===== src/rtl/fetch_pkg.sv =====
// Shared definitions for the fetch line buffer.
// Contents: FSM state type and line/instruction geometry constants.
package fetch_pkg;

  typedef enum logic [1:0] {
    EMPTY  = 2'd0,
    REFILL = 2'd1,
    READY  = 2'd2
  } fetch_state_e;

  localparam int LINE_BYTES   = 16;
  localparam int LINE_W       = 128;
  localparam int INSTR_W      = 32;
  localparam int WORD_SEL_LSB = 2;

endpackage


===== src/rtl/fetch_word_select.sv =====
// Combinational 128->32 word mux for the fetch line buffer.
// Ports:
//   line_data  in   full cached line, byte at lowest address in the LSBs
//   word_sel   in   word index within the line (pc[3:2])
//   word       out  selected 32-bit instruction
module fetch_word_select
  import fetch_pkg::*;
(
  input  logic [LINE_W-1:0]  line_data,
  input  logic [1:0]         word_sel,
  output logic [INSTR_W-1:0] word
);

  always_comb begin
    word = line_data[INSTR_W-1:0];
    case (word_sel)
      2'd0:    word = line_data[31:0];
      2'd1:    word = line_data[63:32];
      2'd2:    word = line_data[95:64];
      default: word = line_data[127:96];
    endcase
  end

endmodule


===== src/rtl/fetch_line_buffer.sv =====
// Fetch-stage single-line instruction buffer between the PC logic and
// instruction_mem. Serves 32-bit instructions with zero latency on a hit; on
// a miss it issues the line-aligned address, waits MEM_LATENCY edges and
// captures the returned line. stall is held for the whole refill.
//
// Ports:
//   clock, reset_n     clock (rising edge), asynchronous active-low reset
//   pc, pc_valid       requested byte address and request strobe
//   flush              drop the line and abort any refill
//   instr, instr_valid fetched instruction (0 when not valid)
//   stall              request cannot complete this cycle
//   mem_address        registered line-aligned address to instruction_mem
//   mem_dataline       line returned by instruction_mem
//   dbg_state          current FSM state (fetch_state_e encoding)
//   hit_count,
//   miss_count         saturating perf counters (only with FETCH_PERF_CNT_EN)
//
// Handshake: there is no ready/valid pair on this block. A request (pc_valid)
// completes in exactly the cycle instr_valid is high; while stall is high the
// requester must hold pc. The memory side is latency-based, not handshaked.
//
// Optional build macro: FETCH_PERF_CNT_EN adds hit_count/miss_count.
module fetch_line_buffer
  import fetch_pkg::*;
#(
  parameter int MEM_LATENCY = 6,
  parameter int ADDR_W      = 64
) (
  input  logic               clock,
  input  logic               reset_n,
  input  logic [ADDR_W-1:0]  pc,
  input  logic               pc_valid,
  input  logic               flush,
  output logic [INSTR_W-1:0] instr,
  output logic               instr_valid,
  output logic               stall,
  output logic [ADDR_W-1:0]  mem_address,
  input  logic [LINE_W-1:0]  mem_dataline,
  output logic [1:0]         dbg_state
`ifdef FETCH_PERF_CNT_EN
  ,
  output logic [31:0]        hit_count,
  output logic [31:0]        miss_count
`endif
);

  localparam int CNT_W = $clog2(MEM_LATENCY + 1);
  localparam logic [CNT_W-1:0] LAST_WAIT = CNT_W'(MEM_LATENCY - 1);

  fetch_state_e          state_q, state_d;
  logic [LINE_W-1:0]     line_data_q, line_data_d;
  logic [ADDR_W-1:4]     line_tag_q, line_tag_d;
  logic                  line_vld_q, line_vld_d;
  logic [CNT_W-1:0]      wait_cnt_q, wait_cnt_d;
  logic [ADDR_W-1:0]     mem_address_q, mem_address_d;

  logic [ADDR_W-1:4]     pc_line;
  logic [ADDR_W-1:4]     mem_line;
  logic                  hit;
  logic                  refill_start;
  logic [INSTR_W-1:0]    sel_word;

  // Byte offset inside a word never affects which instruction is returned.
  logic                  unused_pc_bits;
  assign unused_pc_bits = ^pc[WORD_SEL_LSB-1:0];

  assign pc_line  = pc[ADDR_W-1:4];
  assign mem_line = mem_address_q[ADDR_W-1:4];

  fetch_word_select u_word_select (
    .line_data (line_data_q),
    .word_sel  (pc[WORD_SEL_LSB +: 2]),
    .word      (sel_word)
  );

  always_comb begin
    hit           = line_vld_q & pc_valid & (pc_line == line_tag_q) & ~flush;
    state_d       = state_q;
    line_data_d   = line_data_q;
    line_tag_d    = line_tag_q;
    line_vld_d    = line_vld_q;
    wait_cnt_d    = wait_cnt_q;
    mem_address_d = mem_address_q;
    refill_start  = 1'b0;

    if (flush) begin
      // mem_address deliberately holds; only the line and the FSM are dropped.
      line_vld_d = 1'b0;
      wait_cnt_d = '0;
      state_d    = EMPTY;
    end else begin
      case (state_q)
        EMPTY, READY: begin
          if (pc_valid && !hit) begin
            mem_address_d = {pc_line, 4'b0};
            wait_cnt_d    = '0;
            line_vld_d    = 1'b0;
            state_d       = REFILL;
            refill_start  = 1'b1;
          end
        end
        REFILL: begin
          // Without a request the refill simply freezes in place.
          if (pc_valid) begin
            if (pc_line != mem_line) begin
              // Redirect to a different line: instruction_mem restarts too.
              mem_address_d = {pc_line, 4'b0};
              wait_cnt_d    = '0;
              refill_start  = 1'b1;
            end else if (wait_cnt_q == LAST_WAIT) begin
              line_data_d = mem_dataline;
              line_tag_d  = mem_line;
              line_vld_d  = 1'b1;
              wait_cnt_d  = '0;
              state_d     = READY;
            end else begin
              wait_cnt_d = wait_cnt_q + CNT_W'(1);
            end
          end
        end
        default: state_d = EMPTY;
      endcase
    end
  end

  always_ff @(posedge clock or negedge reset_n) begin
    if (!reset_n) begin
      state_q       <= EMPTY;
      line_data_q   <= '0;
      line_tag_q    <= '0;
      line_vld_q    <= 1'b0;
      wait_cnt_q    <= '0;
      mem_address_q <= '0;
    end else begin
      state_q       <= state_d;
      line_data_q   <= line_data_d;
      line_tag_q    <= line_tag_d;
      line_vld_q    <= line_vld_d;
      wait_cnt_q    <= wait_cnt_d;
      mem_address_q <= mem_address_d;
    end
  end

  // stall is combinational from pc_valid, so it is gated by reset_n to read 0
  // while reset is held even if the requester keeps pc_valid high.
  assign instr_valid = hit & reset_n;
  assign stall       = pc_valid & ~hit & ~flush & reset_n;
  assign instr       = instr_valid ? sel_word : '0;
  assign mem_address = mem_address_q;
  assign dbg_state   = state_q;

`ifdef FETCH_PERF_CNT_EN
  logic [31:0] hit_count_q, hit_count_d;
  logic [31:0] miss_count_q, miss_count_d;

  always_comb begin
    hit_count_d  = hit_count_q;
    miss_count_d = miss_count_q;
    if (hit && (hit_count_q != 32'hFFFF_FFFF)) begin
      hit_count_d = hit_count_q + 32'd1;
    end
    if (refill_start && (miss_count_q != 32'hFFFF_FFFF)) begin
      miss_count_d = miss_count_q + 32'd1;
    end
  end

  always_ff @(posedge clock or negedge reset_n) begin
    if (!reset_n) begin
      hit_count_q  <= '0;
      miss_count_q <= '0;
    end else begin
      hit_count_q  <= hit_count_d;
      miss_count_q <= miss_count_d;
    end
  end

  assign hit_count  = hit_count_q;
  assign miss_count = miss_count_q;
`else
  logic unused_refill_start;
  assign unused_refill_start = refill_start;
`endif

endmodule


===== config.mk =====
export PLATFORM = sky130hd
export DESIGN_NAME = fetch_line_buffer
export DESIGN_NICKNAME = d
export VERILOG_FILES = /design/src/rtl/fetch_pkg.sv /design/src/rtl/fetch_word_select.sv /design/src/rtl/fetch_line_buffer.sv
export SDC_FILE = /design/constraint.sdc
export NUM_CORES = 1
export LEC_CHECK = 0
export ABC_AREA = 1
export CORE_ASPECT_RATIO = 1.4
export CORE_UTILIZATION = 35
export CTS_BUF_LIST = sky130_fd_sc_hd__clkbuf_16
export DETAILED_ROUTE_END_ITERATION = 16
export PLACE_DENSITY = 0.66
export SKIP_CTS_REPAIR_TIMING = 1
export SYNTH_ARGS = -nofsm -noshare
export SYNTH_HDL_FRONTEND = slang
export SYNTH_SLANG_ARGS = --single-unit

===== constraint.sdc =====
create_clock -name clock -period 7.2 [get_ports clock]
set_clock_uncertainty 0.15 [all_clocks]
set_input_delay 2.16 -clock clock [delete_from_list [all_inputs] [get_ports clock]]
set_output_delay 2.16 -clock clock [all_outputs]
set_load 0.01 [all_outputs]

==> qor.txt, run 1 <==
================================================================================
Origin of the worst min-delay path ................................ wait_cnt_q[2]
Routed WL per cell ................................................      15.4 µm
Total length of routed met3 wires .................................      2.68 mm
Max Clk Rate ......................................................    0.142 GHz
Number of synthesis warnings ......................................            0
Total placed cells including tap cells ............................         2655
Clock-pin slew on the worst setup and hold paths ..................        60 ps
Yosys reg bits ....................................................          254
Synth top area share ..............................................        0.459
First-pass GRT wire length ........................................      64.5 mm
Sinks on the clock net ............................................          254
DRC ...............................................................            0
Status ............................................................    completed
Pin count of the biggest net entering global routing ..............          134
Nature of the critical path endpoint ..............................  output port
Number of rows created at floorplan ...............................           85
Hold path cells ...................................................            2
Placer's final routability congestion estimate ....................        0.852
Total chip power ..................................................      3.79 mW
Slew of the pin with the lowest slew margin .......................       906 ps
Period minus WS final .............................................      7020 ps
Final cycle utilization of the critical path ......................        0.975
Total Negative Setup Slacks .......................................         0 ps
Cells on worst reg2reg path .......................................           11
Leakage power .....................................................      8.81 nW
Detailed-route wire length on metal 1 .............................      16.0 mm
Area contributors post-synth ...................................... sky130_fd_sc_hd__dfrtp_1 46%, sky130_fd_sc_hd__nand2_1 15%, sky130_fd_sc_hd__inv_1 12%
Fill cell instance count of the final layout ......................         3887
Die ar. ...........................................................   0.0404 mm²
Most used cells in the layout excluding fill and tap cells ........ 567 x sky130_fd_sc_hd__nand2_1, 441 x sky130_fd_sc_hd__inv_1, 288 x sky130_fd_sc_hd__clkdlybuf4s50_1
Critical Path Start Type ..........................................    input pin
Setup violators final .............................................            0
Sequential cell area fraction in the yosys report .................        0.459
Area of the core ..................................................   0.0387 mm²
Post-Synthesis Mean Instance Area .................................     7.27 µm²
Worst Hold Endpoint ............................................... wait_cnt_q[2]
GRT Total Usage ...................................................        0.205
Final ANT Viol Nets ...............................................            0
1st-pass router iterations ........................................            5
Worst R2R Setup Slack .............................................      4070 ps
Congestion Overflow GR ............................................            0
Met2 WL ...........................................................      20.8 mm
Final standard cell count with taps included and fillers excluded .         2707
DR vias/cell ......................................................         4.61
Number of clock buffers inserted by TritonCTS .....................           29
Crit Path Category ................................................ input pin to output port
Area growth from synthesis to layout ..............................        29.3%
Clock buffer depth ................................................            3
Number of standard cells after synthesis ..........................         1906
VDD IR-drop max ...................................................     0.175 mV
Setup repair after global routing missed its margin ...............           no
Cell area after technology mapping ................................   0.0139 mm²
Number of hold violations in the final report .....................            0
Required time worst endpoint ......................................      4890 ps
Highest metal layer with signal wires .............................         met4
Launching point of the worst reg2reg path ......................... mem_address[54]
Number of max-slew violations in the final report .................            0
Dpl hpwl ..........................................................      29.0 mm
Count of H-tree levels built during CTS ...........................            1
Share of layout cells above drive strength 1 ......................       0.0462
CP arrival ........................................................      4710 ps
Count of input and output buffers .................................          289
Most common cell after layout, fill and taps aside ................ sky130_fd_sc_hd__nand2_1
Iteration-0 DRC count of the detailed router ......................          654
Dominant cell type by area after synthesis ........................ sky130_fd_sc_hd__dfrtp_1
Total Wirelength ..................................................      41.7 mm
Share of the core filled with cells in the final layout ...........        0.463
Worst Hold Class .................................................. flip-flop to flip-flop
Endpoint of the worst register-to-register path ................... line_data_q[49]
Power density over the cells ......................................   211 mW/mm²
Maximum fanout along the worst path ...............................           33
Initial core utilization ..........................................        0.358
Relative slew slack ...............................................        0.396
Horiz. Die Dim ....................................................       170 µm
Number of global-route vias before repair .........................        12000
Buffer cell driving the clock tree root ........................... sky130_fd_sc_hd__clkbuf_16
Net count reported at finish ......................................         2360
Library cells used by synthesis ...................................           29
Clock latency on the worst-skew pair ..............................       560 ps
Number of top-level pins ..........................................          296
Via count .........................................................        12500
Die span in y .....................................................       237 µm
Max_cap viols .....................................................            0
Antenna violations before repair ..................................            1
TritonCTS clock tree ..............................................         done
================================================================================
[layout make-up]
| type | instances | area, µm² | share of cell area |
|---|---|---|---|
| inverter | 456 | 1710 | 0.0955 |
| clock buffer | 29 | 726 | 0.0405 |
| antenna | 1 | 2.50 | 0.000140 |
| multi-input combinational | 1110 | 5160 | 0.288 |
| timing repair buffer | 313 | 3130 | 0.175 |
| tap | 522 | 653 | 0.0365 |
| sequential | 254 | 6360 | 0.355 |
| clock inverter | 22 | 175 | 0.00978 |
[metal layers]
| layer | GRT usage | up-vias |
|---|---|---|
| met5 | 0 | - |
| met4 | 0.104 | 0 |
| met3 | 0.0383 | 86 |
| met2 | 0.366 | 367 |
| met1 | 0.232 | 5757 |
| li1 | - | 6276 |
[metrics by stage]
step | cell area (µm²) | worst slack, ps | hold slack [ps]
global placement | 17000 | 96.0 | 340
global route | 17900 | 19.9 | 417
floorplan | 13900 | 1580 | 326
detailed placement | 17000 | 43.9 | 364
finish | 17900 | 182 | 378
CTS | 17900 | 40.9 | 380
[worst max path at each step]
stage,from,to,slack [ps],cells after the start
after global routing,pc[20],instr[0],20,13
after global placement,pc[29],instr[0],100,12
after CTS,pc[29],instr[0],40,12
after detailed placement,pc[29],instr[0],40,12
after floorplan,pc_valid,instr[22],1580,11
final,pc[52],instr[0],180,13
[state kept, by name (all words and copies together), names as in the netlist]
signal / flops
line_data_q: 128
line_tag_q: 60
mem_address: 60
wait_cnt_q: 3
dbg_state: 2
line_vld_q: 1
[cell usage after synthesis, drive strengths merged]
| cell | number |
|---|---|
| a21o | 1 |
| a21oi | 33 |
| a221oi | 32 |
| and3 | 1 |
| buf | 51 |
| clkbuf | 38 |
| conb | 1 |
| dfrtp | 254 |
| inv | 456 |
| nand2 | 571 |
| nand3 | 40 |
| nand4 | 62 |
| nor2 | 114 |
| nor3 | 1 |
| nor4 | 1 |
| o211ai | 2 |
| o21ai | 202 |
| o31ai | 1 |
| xnor2 | 14 |
| xor2 | 31 |
[power by group]
part           total [mW]  internal (mW)  switching (mW)
logic               0.730          0.360           0.370
registers            1.63           1.51           0.117
clock network        1.43          0.831           0.599
total                3.79           2.70            1.09
[cells by family after synthesis]
family | after synthesis | share of synthesized area
and+or+nand+nor | 790 | 0.233
xor gates and xnor gates | 45 | 0.0284
other | 1 | 0.000271
buffers and inverters | 545 | 0.173
DFF | 254 | 0.459
AOI/OAI and AO/OA | 271 | 0.107
[critical path, stage by stage]
cell	delay, ps
sky130_fd_sc_hd__clkdlybuf4s50_1	500
sky130_fd_sc_hd__inv_1	50
sky130_fd_sc_hd__nand2_1	220
sky130_fd_sc_hd__nand2_1	90
sky130_fd_sc_hd__nor2_1	110
sky130_fd_sc_hd__nand2_1	70
sky130_fd_sc_hd__nor2_1	180
sky130_fd_sc_hd__nand2_1	70
sky130_fd_sc_hd__nor2_1	150
sky130_fd_sc_hd__nand3_2	120
sky130_fd_sc_hd__buf_12	190
sky130_fd_sc_hd__a21oi_1	200
sky130_fd_sc_hd__clkdlybuf4s50_1	590
No activity file was read; power rests on OpenSTA's default activity.
==> run 2: changes to the inputs <==
- PLACE_DENSITY: 0.66 -> 0.65
- SKIP_CTS_REPAIR_TIMING: 1 -> default
- clock period: 7.2 -> 6.94 ns (I/O delays scaled with it)
==> run 2 against run 1 <==
Sequential power grew 4%. First-iteration DRC count is 20% higher. Cell area increased by 0.81%. Sequential share of layout area decreased by 0.29 points. Largest power group unchanged.
==> qor.txt, run 2 (synthesized netlist as in run 1, its figures left out) <==
=========================================================================
Status .....................................................    completed
Clock latency on the worst-skew pair .......................       560 ps   about the same
Critical Path Start Type ...................................    input pin
Pin count of the biggest net entering global routing .......          107   -20%
Via count ..................................................        12500   +0.10%
Number of global-route vias before repair ..................        12000   -0.025%
First-pass GRT wire length .................................      65.1 mm   +0.80%
Total Wirelength ...........................................      42.1 mm   +0.83%
Endpoint of the worst register-to-register path ............ line_data_q[121]
CP arrival .................................................      4570 ps   -140 ps
Most used cells in the layout excluding fill and tap cells . 567 x sky130_fd_sc_hd__nand2_1, 440 x sky130_fd_sc_hd__inv_1, 280 x sky130_fd_sc_hd__clkdlybuf4s50_1
Buffer cell driving the clock tree root .................... sky130_fd_sc_hd__clkbuf_16
Hold path cells ............................................            4   +2
DR vias/cell ...............................................         4.60   -0.23%
Switching power ............................................      1.15 mW   +5.8%
Worst Hold Endpoint ........................................ line_data_q[77]
Number of max-slew violations in the final report ..........            0   unchanged
Total chip power ...........................................      4.07 mW   +7.4%
Power density over the cells ...............................   225 mW/mm²   +6.5%
Final worst-path setup slack ...............................       140 ps   -41.9 ps
Crit Path Category ......................................... input pin to output port
Number of hold violations in the final report ..............            0   unchanged
Number of rows created at floorplan ........................           85   unchanged
1st-pass router iterations .................................            5   unchanged
Final cycle utilization of the critical path ...............        0.980
Setup violators final ......................................            0   unchanged
TritonCTS clock tree .......................................         done
Sinks on the clock net .....................................          254   unchanged
Area taken by flip-flops and latches .......................  0.00636 mm²   unchanged
Worst slack after detailed placement .......................      -112 ps   -156 ps
Max Clk Rate ...............................................    0.147 GHz
Slowest cell on the critical path .......................... sky130_fd_sc_hd__clkdlybuf4s50_1
Placer's final routability congestion estimate .............        0.863   +1.3%
Buffers inserted by post-CTS timing repair .................            0
Nature of the critical path endpoint .......................  output port
Net count reported at finish ...............................         2367   +0.30%
Die span in y ..............................................       237 µm   unchanged
Relative slew slack ........................................        0.390   -0.00573
Clock-pin slew on the worst setup and hold paths ...........        60 ps   about the same
Clock network fraction of total power ......................        0.397   +0.019
Die ar. ....................................................   0.0404 mm²   unchanged
Highest cell delay on the worst timing path ................       560 ps   -30 ps
Share of the core filled with cells in the final layout ....        0.467   +0.00375
Area of the core ...........................................   0.0387 mm²   unchanged
Internal power .............................................      2.92 mW   +8.0%
Required time worst endpoint ...............................      4710 ps   -180 ps
Final ANT Viol Nets ........................................            0   unchanged
Cells on worst reg2reg path ................................           12   +1
Worst R2R Setup Slack ......................................      3910 ps   -160 ps
Clock buffer depth .........................................            3   unchanged
Dpl hpwl ...................................................      29.3 mm   +1.0%
Initial core utilization ...................................        0.358   unchanged
Sequential share of power ..................................        0.415   -0.015
GRT Total Usage ............................................        0.207   +0.00153
Origin of the worst min-delay path ......................... line_data_q[77]
Switching part of the total power ..........................        0.283   -0.00417
Period minus WS final ......................................      6800 ps
Congestion Overflow GR .....................................            0   unchanged
Worst Hold Class ........................................... flip-flop to flip-flop
Share of layout cells above drive strength 1 ...............       0.0520   +0.00574
Count of input and output buffers ..........................          289   unchanged
Area growth from synthesis to layout .......................        30.3%
Most common cell after layout, fill and taps aside ......... sky130_fd_sc_hd__nand2_1
Max_cap viols ..............................................            0   unchanged
DRC ........................................................            0   unchanged
Leakage power ..............................................      9.02 nW   +2.4%
Setup repair after global routing missed its margin ........           no
Crit path top cell by count ................................ sky130_fd_sc_hd__nand2_1
Number of top-level pins ...................................          296   unchanged
Multi-input gate area in the final layout ..................  0.00517 mm²   about the same
Slew of the pin with the lowest slew margin ................       914 ps   +8.60 ps
Count of H-tree levels built during CTS ....................            1   unchanged
Critical Path, Cell by Cell ................................ clkdlybuf4s50_1 > inv_1 > nand2_1 > nand2_1 > nor2_2 > nand2_1 > nor2_1 > nand2_1 > nor2_2 > nand3_2 > buf_12 > a21oi_1 > clkdlybuf4s50_1
VDD IR-drop max ............................................     0.209 mV   +19%
Fill cell instance count of the final layout ...............         3909   +0.57%
Register with the highest flop count .......................  line_data_q
Fraction of power consumed by combinational cells ..........        0.188   -0.005
Antenna violations before repair ...........................            0   -1
Horiz. Die Dim .............................................       170 µm   unchanged
Launching point of the worst reg2reg path .................. mem_address[36]
Maximum fanout along the worst path ........................           33   unchanged
Routed WL per cell .........................................      15.5 µm   +0.50%
Number of clock buffers inserted by TritonCTS ..............           28   -3.4%
Largest register FFs .......................................          128   unchanged
Iteration-0 DRC count of the detailed router ...............          785   +20%
=========================================================================
## run 2: cell count changes in the layout (fill, tap and decap cells not counted)
cell and delta:
sky130_fd_sc_hd__buf_4 +10, sky130_fd_sc_hd__o21ai_1 -1, sky130_fd_sc_hd__inv_1 -1, sky130_fd_sc_hd__nor2_1 -1, sky130_fd_sc_hd__dlymetal6s2s_1 +8, sky130_fd_sc_hd__o21ai_0 +1, sky130_fd_sc_hd__clkinv_1 -2, sky130_fd_sc_hd__clkdlybuf4s50_1 -8
sky130_fd_sc_hd__buf_12 -2, sky130_fd_sc_hd__clkinv_4 +1, sky130_fd_sc_hd__nor2_2 +1, sky130_fd_sc_hd__bufinv_16 +3
## run 2: per-layer routing
layer,part of all wire,up-vias,track usage
li1,-,6283,-
met1,0.38,5772,0.232
met2,0.50,364,0.373
met3,0.065,80,0.0388
met4,0.046,0,0.0983
met5,0,-,0
## run 2: power groups by stage
stage | sequential [mW] | clock [mW] | combinational (mW)
5_1_grt | 1.70 | 1.72 | 0.832
3_5_place_dp | 1.71 | 0 | 0.769
3_3_place_gp | 1.71 | 0 | 0.762
4_1_cts | 1.69 | 1.67 | 0.775
6_report | 1.69 | 1.62 | 0.765
2_1_floorplan | 1.73 | 0 | 0.279
## run 2: cell type report
cell class / instances / area share
flip-flops and latches: 254 / 0.352
multi-input cells: 1110 / 0.286
repair buffers: 321 / 0.176
inverters: 456 / 0.0948
clock buffers: 29 / 0.0402
well taps: 522 / 0.0362
clock inverters: 23 / 0.0145
diodes: 1 / 0.000139
## run 2: worst max path at each step
stage,start,end,slack [ps],depth (start not counted)
after CTS,pc[6],instr[4],40,14
final,pc[19],instr[28],140,13
after global placement,pc[19],instr[4],-90,13
after floorplan,pc_valid,instr[22],1480,11
after global routing,pc[20],instr[28],20,13
after detailed placement,pc[19],instr[4],-110,13
## run 2: what timing repair did
action | in CTS | in global routing
endpoints found under the setup margin | 23 | 32
gates resized for setup | 3 | 10
hold buffers | 0 | 0
## run 2: metrics by stage
step | cells | hold WS (ps) | setup TNS (ps) | cell area [µm²]
final | 2716 | 392 | 0 | 18100
after global routing | 2715 | 412 | 0 | 18100
after CTS | 2715 | 395 | 0 | 18000
after detailed placement | 2663 | 376 | -771 | 17000
after global placement | 2663 | 351 | -480 | 17000
after floorplan | 1909 | 326 | 0 | 13900
## run 2: critical path: cells and delay by family
kind / cells / cell delay [ps]
AOI/OAI and AO/OA: 1 / 170
buffers and inverters: 4 / 1350
and+or+nand+nor: 8 / 940
